===== src/rtl/m68k_bus_arbiter.sv =====
`default_nettype none
// ============================================================================
// Module   : m68k_bus_arbiter
// Purpose  : Takes the 68000 bus over BR/BG/BGACK and shares it round-robin
//            between the Pi transaction engine (req[0]) and a secondary engine.
// Revision : 1.0 - initial release
// ============================================================================
module m68k_bus_arbiter #(
    parameter int BG_TIMEOUT   = 255,
    parameter int IDLE_RELEASE = 0
) (
    input  logic       M68K_CLK,
    input  logic       _rst_in,
    input  logic       enable,
    input  logic [1:0] req,
    input  logic [1:0] done,
    input  logic       M68K_BG_n,
    input  logic       M68K_AS_n,
    input  logic       M68K_DTACK_n,
    input  logic       M68K_BGACK_n,
    output logic       br_oe,
    output logic       bgack_oe,
    output logic [1:0] gnt,
    output logic       bus_owned,
    output logic       timeout
);

    localparam logic [7:0] c_bg_timeout   = 8'(BG_TIMEOUT);
    localparam logic [7:0] c_idle_release = 8'(IDLE_RELEASE);
    localparam logic       c_keep_mode    = (IDLE_RELEASE == 0);

    typedef enum logic [2:0] {
        ST_IDLE      = 3'd0,
        ST_REQUEST   = 3'd1,
        ST_WAIT_IDLE = 3'd2,
        ST_OWNED     = 3'd3,
        ST_GRANT     = 3'd4,
        ST_RELEASE   = 3'd5
    } state_t;

    state_t     state_q,     state_d;
    logic [3:0] meta_q,      meta_d;
    logic [3:0] sync_q,      sync_d;
    logic [7:0] bg_cnt_q,    bg_cnt_d;
    logic [7:0] idle_cnt_q,  idle_cnt_d;
    logic       rel_cnt_q,   rel_cnt_d;
    logic       arm_q,       arm_d;
    logic       last_q,      last_d;
    logic [1:0] gnt_q,       gnt_d;
    logic       br_oe_q,     br_oe_d;
    logic       bgack_oe_q,  bgack_oe_d;
    logic       bus_owned_q, bus_owned_d;
    logic       timeout_q,   timeout_d;

    logic       timeout_evt;
    logic       bg_s;
    logic       as_s;
    logic       dtack_s;
    logic       bgack_s;
    logic       bus_idle;
    logic       winner;
    logic [7:0] idle_inc;

    // Synchronised bus lines, all active-low.
    assign bg_s     = sync_q[0];
    assign as_s     = sync_q[1];
    assign dtack_s  = sync_q[2];
    assign bgack_s  = sync_q[3];
    assign bus_idle = as_s & dtack_s & bgack_s;

    // Lone requester wins; on contention the one not served last time wins.
    assign winner   = req[1] & (~req[0] | ~last_q);
    assign idle_inc = idle_cnt_q + 8'd1;

    always_comb begin
        meta_d      = {M68K_BGACK_n, M68K_DTACK_n, M68K_AS_n, M68K_BG_n};
        sync_d      = meta_q;
        state_d     = state_q;
        bg_cnt_d    = bg_cnt_q;
        rel_cnt_d   = rel_cnt_q;
        gnt_d       = gnt_q;
        last_d      = last_q;
        timeout_d   = timeout_q;
        timeout_evt = 1'b0;

        case (state_q)
            ST_IDLE: begin
                bg_cnt_d = 8'd0;
                if (enable && arm_q && (c_keep_mode || (req != 2'b00))) begin
                    state_d = ST_REQUEST;
                end
            end
            ST_REQUEST: begin
                if (!bg_s) begin
                    state_d = ST_WAIT_IDLE;
                end else if (bg_cnt_q == c_bg_timeout) begin
                    state_d     = ST_IDLE;
                    timeout_d   = 1'b1;
                    timeout_evt = 1'b1;
                end else if (!enable) begin
                    state_d = ST_IDLE;
                end else begin
                    bg_cnt_d = bg_cnt_q + 8'd1;
                end
            end
            ST_WAIT_IDLE: begin
                if (bus_idle) begin
                    state_d = ST_OWNED;
                end else if (!enable) begin
                    state_d = ST_IDLE;
                end
            end
            ST_OWNED: begin
                if (!enable) begin
                    state_d   = ST_RELEASE;
                    rel_cnt_d = 1'b0;
                end else if (req != 2'b00) begin
                    state_d = ST_GRANT;
                    gnt_d   = winner ? 2'b10 : 2'b01;
                    last_d  = winner;
                end else if (!c_keep_mode && (idle_inc == c_idle_release)) begin
                    state_d   = ST_RELEASE;
                    rel_cnt_d = 1'b0;
                end
            end
            ST_GRANT: begin
                // Only the owner's done ends the tenure; enable and req wait.
                if ((done & gnt_q) != 2'b00) begin
                    state_d = ST_OWNED;
                    gnt_d   = 2'b00;
                end
            end
            ST_RELEASE: begin
                if (rel_cnt_q) begin
                    state_d = ST_IDLE;
                end else begin
                    rel_cnt_d = 1'b1;
                end
            end
            default: begin
                state_d = ST_IDLE;
                gnt_d   = 2'b00;
            end
        endcase

        if ((req != 2'b00) || ((state_d == ST_OWNED) && (state_q != ST_OWNED))) begin
            idle_cnt_d = 8'd0;
        end else if (state_q == ST_OWNED) begin
            idle_cnt_d = idle_inc;
        end else begin
            idle_cnt_d = idle_cnt_q;
        end

        // A timeout disarms until enable is seen low at least once.
        if (!enable) begin
            arm_d = 1'b1;
        end else if (timeout_evt) begin
            arm_d = 1'b0;
        end else begin
            arm_d = arm_q;
        end

        br_oe_d     = (state_d == ST_REQUEST) || (state_d == ST_WAIT_IDLE);
        bgack_oe_d  = (state_d == ST_OWNED)   || (state_d == ST_GRANT);
        bus_owned_d = bgack_oe_d;
    end

    always_ff @(posedge M68K_CLK or posedge _rst_in) begin
        if (_rst_in) begin
            state_q     <= ST_IDLE;
            meta_q      <= 4'hF;
            sync_q      <= 4'hF;
            bg_cnt_q    <= 8'd0;
            idle_cnt_q  <= 8'd0;
            rel_cnt_q   <= 1'b0;
            arm_q       <= 1'b1;
            last_q      <= 1'b1;
            gnt_q       <= 2'b00;
            br_oe_q     <= 1'b0;
            bgack_oe_q  <= 1'b0;
            bus_owned_q <= 1'b0;
            timeout_q   <= 1'b0;
        end else begin
            state_q     <= state_d;
            meta_q      <= meta_d;
            sync_q      <= sync_d;
            bg_cnt_q    <= bg_cnt_d;
            idle_cnt_q  <= idle_cnt_d;
            rel_cnt_q   <= rel_cnt_d;
            arm_q       <= arm_d;
            last_q      <= last_d;
            gnt_q       <= gnt_d;
            br_oe_q     <= br_oe_d;
            bgack_oe_q  <= bgack_oe_d;
            bus_owned_q <= bus_owned_d;
            timeout_q   <= timeout_d;
        end
    end

    assign br_oe     = br_oe_q;
    assign bgack_oe  = bgack_oe_q;
    assign gnt       = gnt_q;
    assign bus_owned = bus_owned_q;
    assign timeout   = timeout_q;

endmodule
`default_nettype wire


===== config.mk =====
export PLATFORM = sky130hd
export DESIGN_NAME = m68k_bus_arbiter
export DESIGN_NICKNAME = d
export VERILOG_FILES = /design/src/rtl/m68k_bus_arbiter.sv
export SDC_FILE = /design/constraint.sdc
export NUM_CORES = 1
export LEC_CHECK = 0
export CAP_MARGIN = 15
export CORE_UTILIZATION = 25
export CTS_CLUSTER_DIAMETER = 200
export CTS_CLUSTER_SIZE = 20
export DETAILED_ROUTE_END_ITERATION = 8
export PLACE_DENSITY = 0.48
export SLEW_MARGIN = 40
export SYNTH_ARGS = -nofsm -noshare
export SYNTH_HDL_FRONTEND = slang
export SYNTH_SLANG_ARGS = --single-unit

===== constraint.sdc =====
create_clock -name M68K_CLK -period 1.9 [get_ports M68K_CLK]
set_input_delay 0.38 -clock M68K_CLK [delete_from_list [all_inputs] [get_ports M68K_CLK]]
set_output_delay 0.38 -clock M68K_CLK [all_outputs]
set_load 0.02 [all_outputs]

==> results of run 1 <==
[placed cells by master (no fill, tap or decap), types with 2 or more instances in the layout]
cell type	count
a211oi_1	2
a21oi_1	7
a22o_1	3
a31oi_1	3
buf_4	12
clkbuf_8	3
clkdlybuf4s50_1	16
dfrtp_1	17
dfstp_2	10
inv_1	4
mux2_2	2
mux2i_1	2
nand2_1	12
nor2_1	14
nor2b_1	3
o21ai_0	5
xnor2_1	3
[worst max-delay path, stage by stage (launching register included)]
cell       delay [ns]
dfrtp_1          0.57
nor2b_1          0.27
a21o_1           0.20
o2bb2ai_1        0.15
nor3_4           0.28
mux2i_1          0.23
[synth_stat cells, types with 2 or more instances]
cell type,instances
nor2_1,14
nor2b_1,3
a21oi_1,7
buf_4,2
xnor2_1,3
mux2i_1,2
o21ai_0,5
inv_1,4
mux2_2,2
nand2_1,12
dfstp_2,10
a211oi_1,2
a22o_1,3
buf_6,2
dfrtp_1,17
a31oi_1,3
[area by class of cell]
class                           instances  area [um2]
Clock buffer                            3        41.3
Clock inverter                          1        5.00
Fill cell                             522        3500
Inverter                                4        15.0
Multi-Input combinational cell         86         649
Sequential cell                        27         688
Tap cell                               70        87.6
Timing Repair Buffer                   28         250
[metal layers]
metal  share of wire (%)  wire, um
met3                 2.5        68
met2                  49      1340
met5                   0         0
met1                  46      1260
met4                 1.7        46
[sequential cells by signal, summed over array words and instances, names as in the netlist]
signal	flops
rel_cnt_q	1
sync_q	4
meta_q	4
br_oe	1
arm_q	1
bg_cnt_q	8
timeout	1
last_q	1
state_q	3
gnt	2
bus_owned	1
[per-stage QoR]
stage	utilization, %	power (uW)	setup WS [ns]	hold slack [ns]	cells
floorplan	-	1380	0.337	0.345	123
global placement	32.0	1580	0.0132	0.345	214
detailed placement	32.0	1610	-0.0705	0.347	214
CTS	32.9	1940	0.0220	0.361	218
global route	33.2	2070	0.00698	0.370	219
finish	33.2	1930	0.114	0.360	219
[report_power, final]
| group | switching, uW | total [uW] | internal, uW |
|---|---|---|---|
| clock network | 179 | 326 | 147 |
| logic | 384 | 752 | 369 |
| registers | 163 | 850 | 686 |
| total | 726 | 1930 | 1200 |
[logic make-up (layout without fill, tap and decap cells)]
group,after synthesis,count (layout),share of synthesized area (%)
adders and majority gates,1,1,0.898
and+or+nand+nor,47,47,20.9
AOI/OAI and AO/OA,31,31,19.5
buffers and inverters,10,36,4.40
DFF,27,27,49.4
xor gates and xnor gates,3,3,1.89
muxes,4,4,3.05
[path summary, 6_finish.rpt]
path,startpoint,endpoint,slack (ns),depth (start not counted)
worst max-delay path,state_q[1],bus_owned,0.11,5
worst min-delay path,meta_q[1],sync_q[1],0.36,0
worst max register to register,state_q[1],bus_owned,0.11,5
worst min register to register,meta_q[1],sync_q[1],0.36,0
max in group asynchronous,_rst_in,sync_q[1],1.15,3
min in group asynchronous,_rst_in,timeout,0.46,3
[repair_timing]
action,in CTS,in global routing
setup buffers,0,1
gates resized for setup,0,1
setup endpoints to repair,0,2
==> metrics, run 1 <==
status=finished, final reports clean; GR peak layer=met2; post-synthesis register bit count=27; Hold Violations, Final=0; global-route wire length before repair=4860 um; clock latency at the later pin of the worst-skew pair=0.27 ns; Syn Nets=135; fin area=1740 um2; Placed Area=approximately 1700 um2; CTS max path bufs=2; Fmax achieved=560 MHz; synth unique cells=48; crit-path max FO=13; crit share post-route=94.0%; Mapped Area=1390 um2; Worst-Margin Slew=0.493 ns; IO Pins=17; count of final setup violators=0; Die Y-Extent=76.7 um; ys flop type=dfrtp_1; vias in the first global route=1011; initial antenna violation count=0; CTS buffer count=3; Yosys warning count=0; die width=around 77 um; met2 Usage GRT=roughly 17%; biggest area consumer among synthesized cells=dfrtp_1; register area share after synthesis=49.4%; EDFF count, synth=0; Root Buffer=clkbuf_8; CP endpoint kind=register; IO Port Bufs=16; WL/cell=around 12 um; Max-slew headroom=67.1%; n_diodes=0; via/cell ratio=between 4 and 5; hold_buf cts=0; Area Growth Syn to Fin=24.6%; routability cong.=around 0.79; drt drc=0; Routed Antenna Nets=0; fin. max-slew vios=0; GR Layer Usage met3=under 10%; Core Region=between 5000 and 6000 um2; synth top area cells=dfrtp_1 (31%), dfstp_2 (19%), nor2_1 (3.8%); Pwr Density=1110 nW/um2; Worst Hold Class=reg -> reg; worst vdd ir=around 0.45 mV; CTS tree=yes; asr flop ratio synth=100%; Clock Skew=0.00203 ns; Rows=26; largest net degree at the start of global routing=28; Fin Setup TNS=0 ns; clock-pin slew on the worst setup and hold paths=0.09 ns; total track usage=10.3%; DRT Pass-1 Iters=4; Clock H-tree levels=1; area of the die=between 5000 and 6000 um2; M1 GR Usage=13.1%; min cycle time layout=1.79 ns; Setup CP Type=reg -> reg; Synth top area share=30.5%; final WL=2720 um; vias=986; critical path required time=about 2.1 ns; RSZ-0062 raised after global routing=no; Mapped Cells=123; starting density of the core=26.6%; clock sinks=27; MaxCap Viol Count=0; fin nets=about 160; gr ovfl total=0; DRT iter0 DRCs=19; syn_area_per_cell=approximately 11 um2; Critical Path Start Type=register; worst path arrival time=1.98 ns; DP HPWL=1990 um; Leakage=0.000768 uW; share of post-route cells with drive strength above 1=about 28%
(Power assumes the default switching activity.)
==> run 2: changes to the inputs <==
--- a/config.mk
+++ b/config.mk
@@ -5,6 +5,7 @@
 export SDC_FILE = /design/constraint.sdc
 export NUM_CORES = 1
 export LEC_CHECK = 0
+export ABC_CLOCK_PERIOD_IN_PS = 1900
 export CAP_MARGIN = 15
 export CORE_UTILIZATION = 25
 export CTS_CLUSTER_DIAMETER = 200
==> results of run 2 <==
Final layout, timing and power as in run 1 (identical DEF).
==> RTL change (flow settings as in run 1) <==
Re-encode `state_t` (6 states) as one-hot, 6 bits wide.
--- a/src/rtl/m68k_bus_arbiter.sv
+++ b/src/rtl/m68k_bus_arbiter.sv
@@ -29,13 +29,13 @@
     localparam logic [7:0] c_idle_release = 8'(IDLE_RELEASE);
     localparam logic       c_keep_mode    = (IDLE_RELEASE == 0);
 
-    typedef enum logic [2:0] {
-        ST_IDLE      = 3'd0,
-        ST_REQUEST   = 3'd1,
-        ST_WAIT_IDLE = 3'd2,
-        ST_OWNED     = 3'd3,
-        ST_GRANT     = 3'd4,
-        ST_RELEASE   = 3'd5
+    typedef enum logic [5:0] {
+        ST_IDLE      = 6'b000001,
+        ST_REQUEST   = 6'b000010,
+        ST_WAIT_IDLE = 6'b000100,
+        ST_OWNED     = 6'b001000,
+        ST_GRANT     = 6'b010000,
+        ST_RELEASE   = 6'b100000
     } state_t;
 
     state_t     state_q,     state_d;
Behaviour: same outputs for any inputs over 10 cycles, from zero or initial values and one cycle with _rst_in high; not proved beyond that.
==> RTL change against run 1 <==
  * Cell area is 8.2% higher
  * Highest routed layer unchanged
  * Sequential cell count grew 3
  * Critical endpoint is now bg_cnt_q[3]
  * Area after synthesis increased by 4.6%
  * Power decreased by 12%
  * Setup slack worse by 0.027 ns
  * Wire length rose by 22%
  * Clock skew is 0.010 ns higher
  * First-iteration DRC count rose to 5.5 times the old value
==> RTL change: results (changes against run 1) <==
status=finished, final reports clean; sequential cell area share=40.8% (+1.2 points); Mapped Nets=153 (+13%); Post-Route WL=3300 um (+22%); Worst Hold End=sync_q[2]; number of DRC markers in iteration 0=104 (+85); vias in the first global route=1146 (+13%); Final Cell Area=1880 sq um (+8.2%); placed cells=237 (+11%); Area after DPL=1780 sq um (+6.3%); Reg clk slew, reported paths=0.07 ns (-0.02 ns); Hold Crit Start=meta_q[2]; RR Endpoint=bg_cnt_q[3]; multi-input gate count=96 (+12%); NonClk Buf Share=14.9% (+0.50 points); Critical Path AT=2.01 ns (+0.03 ns); Seq. pwr=773 uW (-9.1%); CP peak stage delay=0.49 ns (-0.08 ns); TritonCTS Buffers=5 (+2); Max IR drop VDD=0.359 mV (-20%); crit path from=state_q[2]; Max-slew headroom=61.2% (-5.9 points); clock buffer count=8 (+5); CP max FO=10 (-3); ranking of synthesized cells by area=dfrtp_1, dfstp_2, nand3_1; All-Layer GR Usage=12.0% (+1.8 points); Final clock-cell share=4.79% (+2.1 points); clock skew after layout=0.0124 ns (+0.0104 ns); multi-input combinational area share=33.3% (-4.1 points); largest registers=bg_cnt_q: 8 flops, state_q: 6 flops; Largest delay share family, worst path=simple AND/OR/NAND/NOR gates; Buffers excl. clock=32 (+14%)
-- RTL change: metrics by stage --
stage | setup slack [ns] | power [mW] | util [%] | hold WS (ns)
after floorplan | 0.0856 | 1.02 | - | 0.345
after global placement | 0.00699 | 1.18 | 32.0 | 0.348
after detailed placement | -0.0351 | 1.18 | 32.0 | 0.350
after CTS | 0.0169 | 1.72 | 33.6 | 0.359
after global routing | -0.00847 | 1.81 | 33.7 | 0.362
final | 0.0868 | 1.70 | 33.7 | 0.357
-- RTL change: timing repair --
action,in CTS,in global routing
setup endpoints to repair,0,5
gates resized for setup,0,3
hold buffers,0,0
-- RTL change: cells by family after synthesis --
kind of cell    Yosys count  synth area share [%]
mux                       1                 0.687
flops                    30                  52.4
xor+xnor                  1                 0.601
compound gates           34                  16.1
buf+inv                  15                  4.81
simple gates             59                  24.6
fa+ha+maj                 1                 0.858
-- RTL change: routing by layer --
metal,GRT usage [%],part of all wire [%]
met5,0,0
met4,5.19,2.2
met3,3.84,3.5
met2,18.6,46
met1,15.3,48
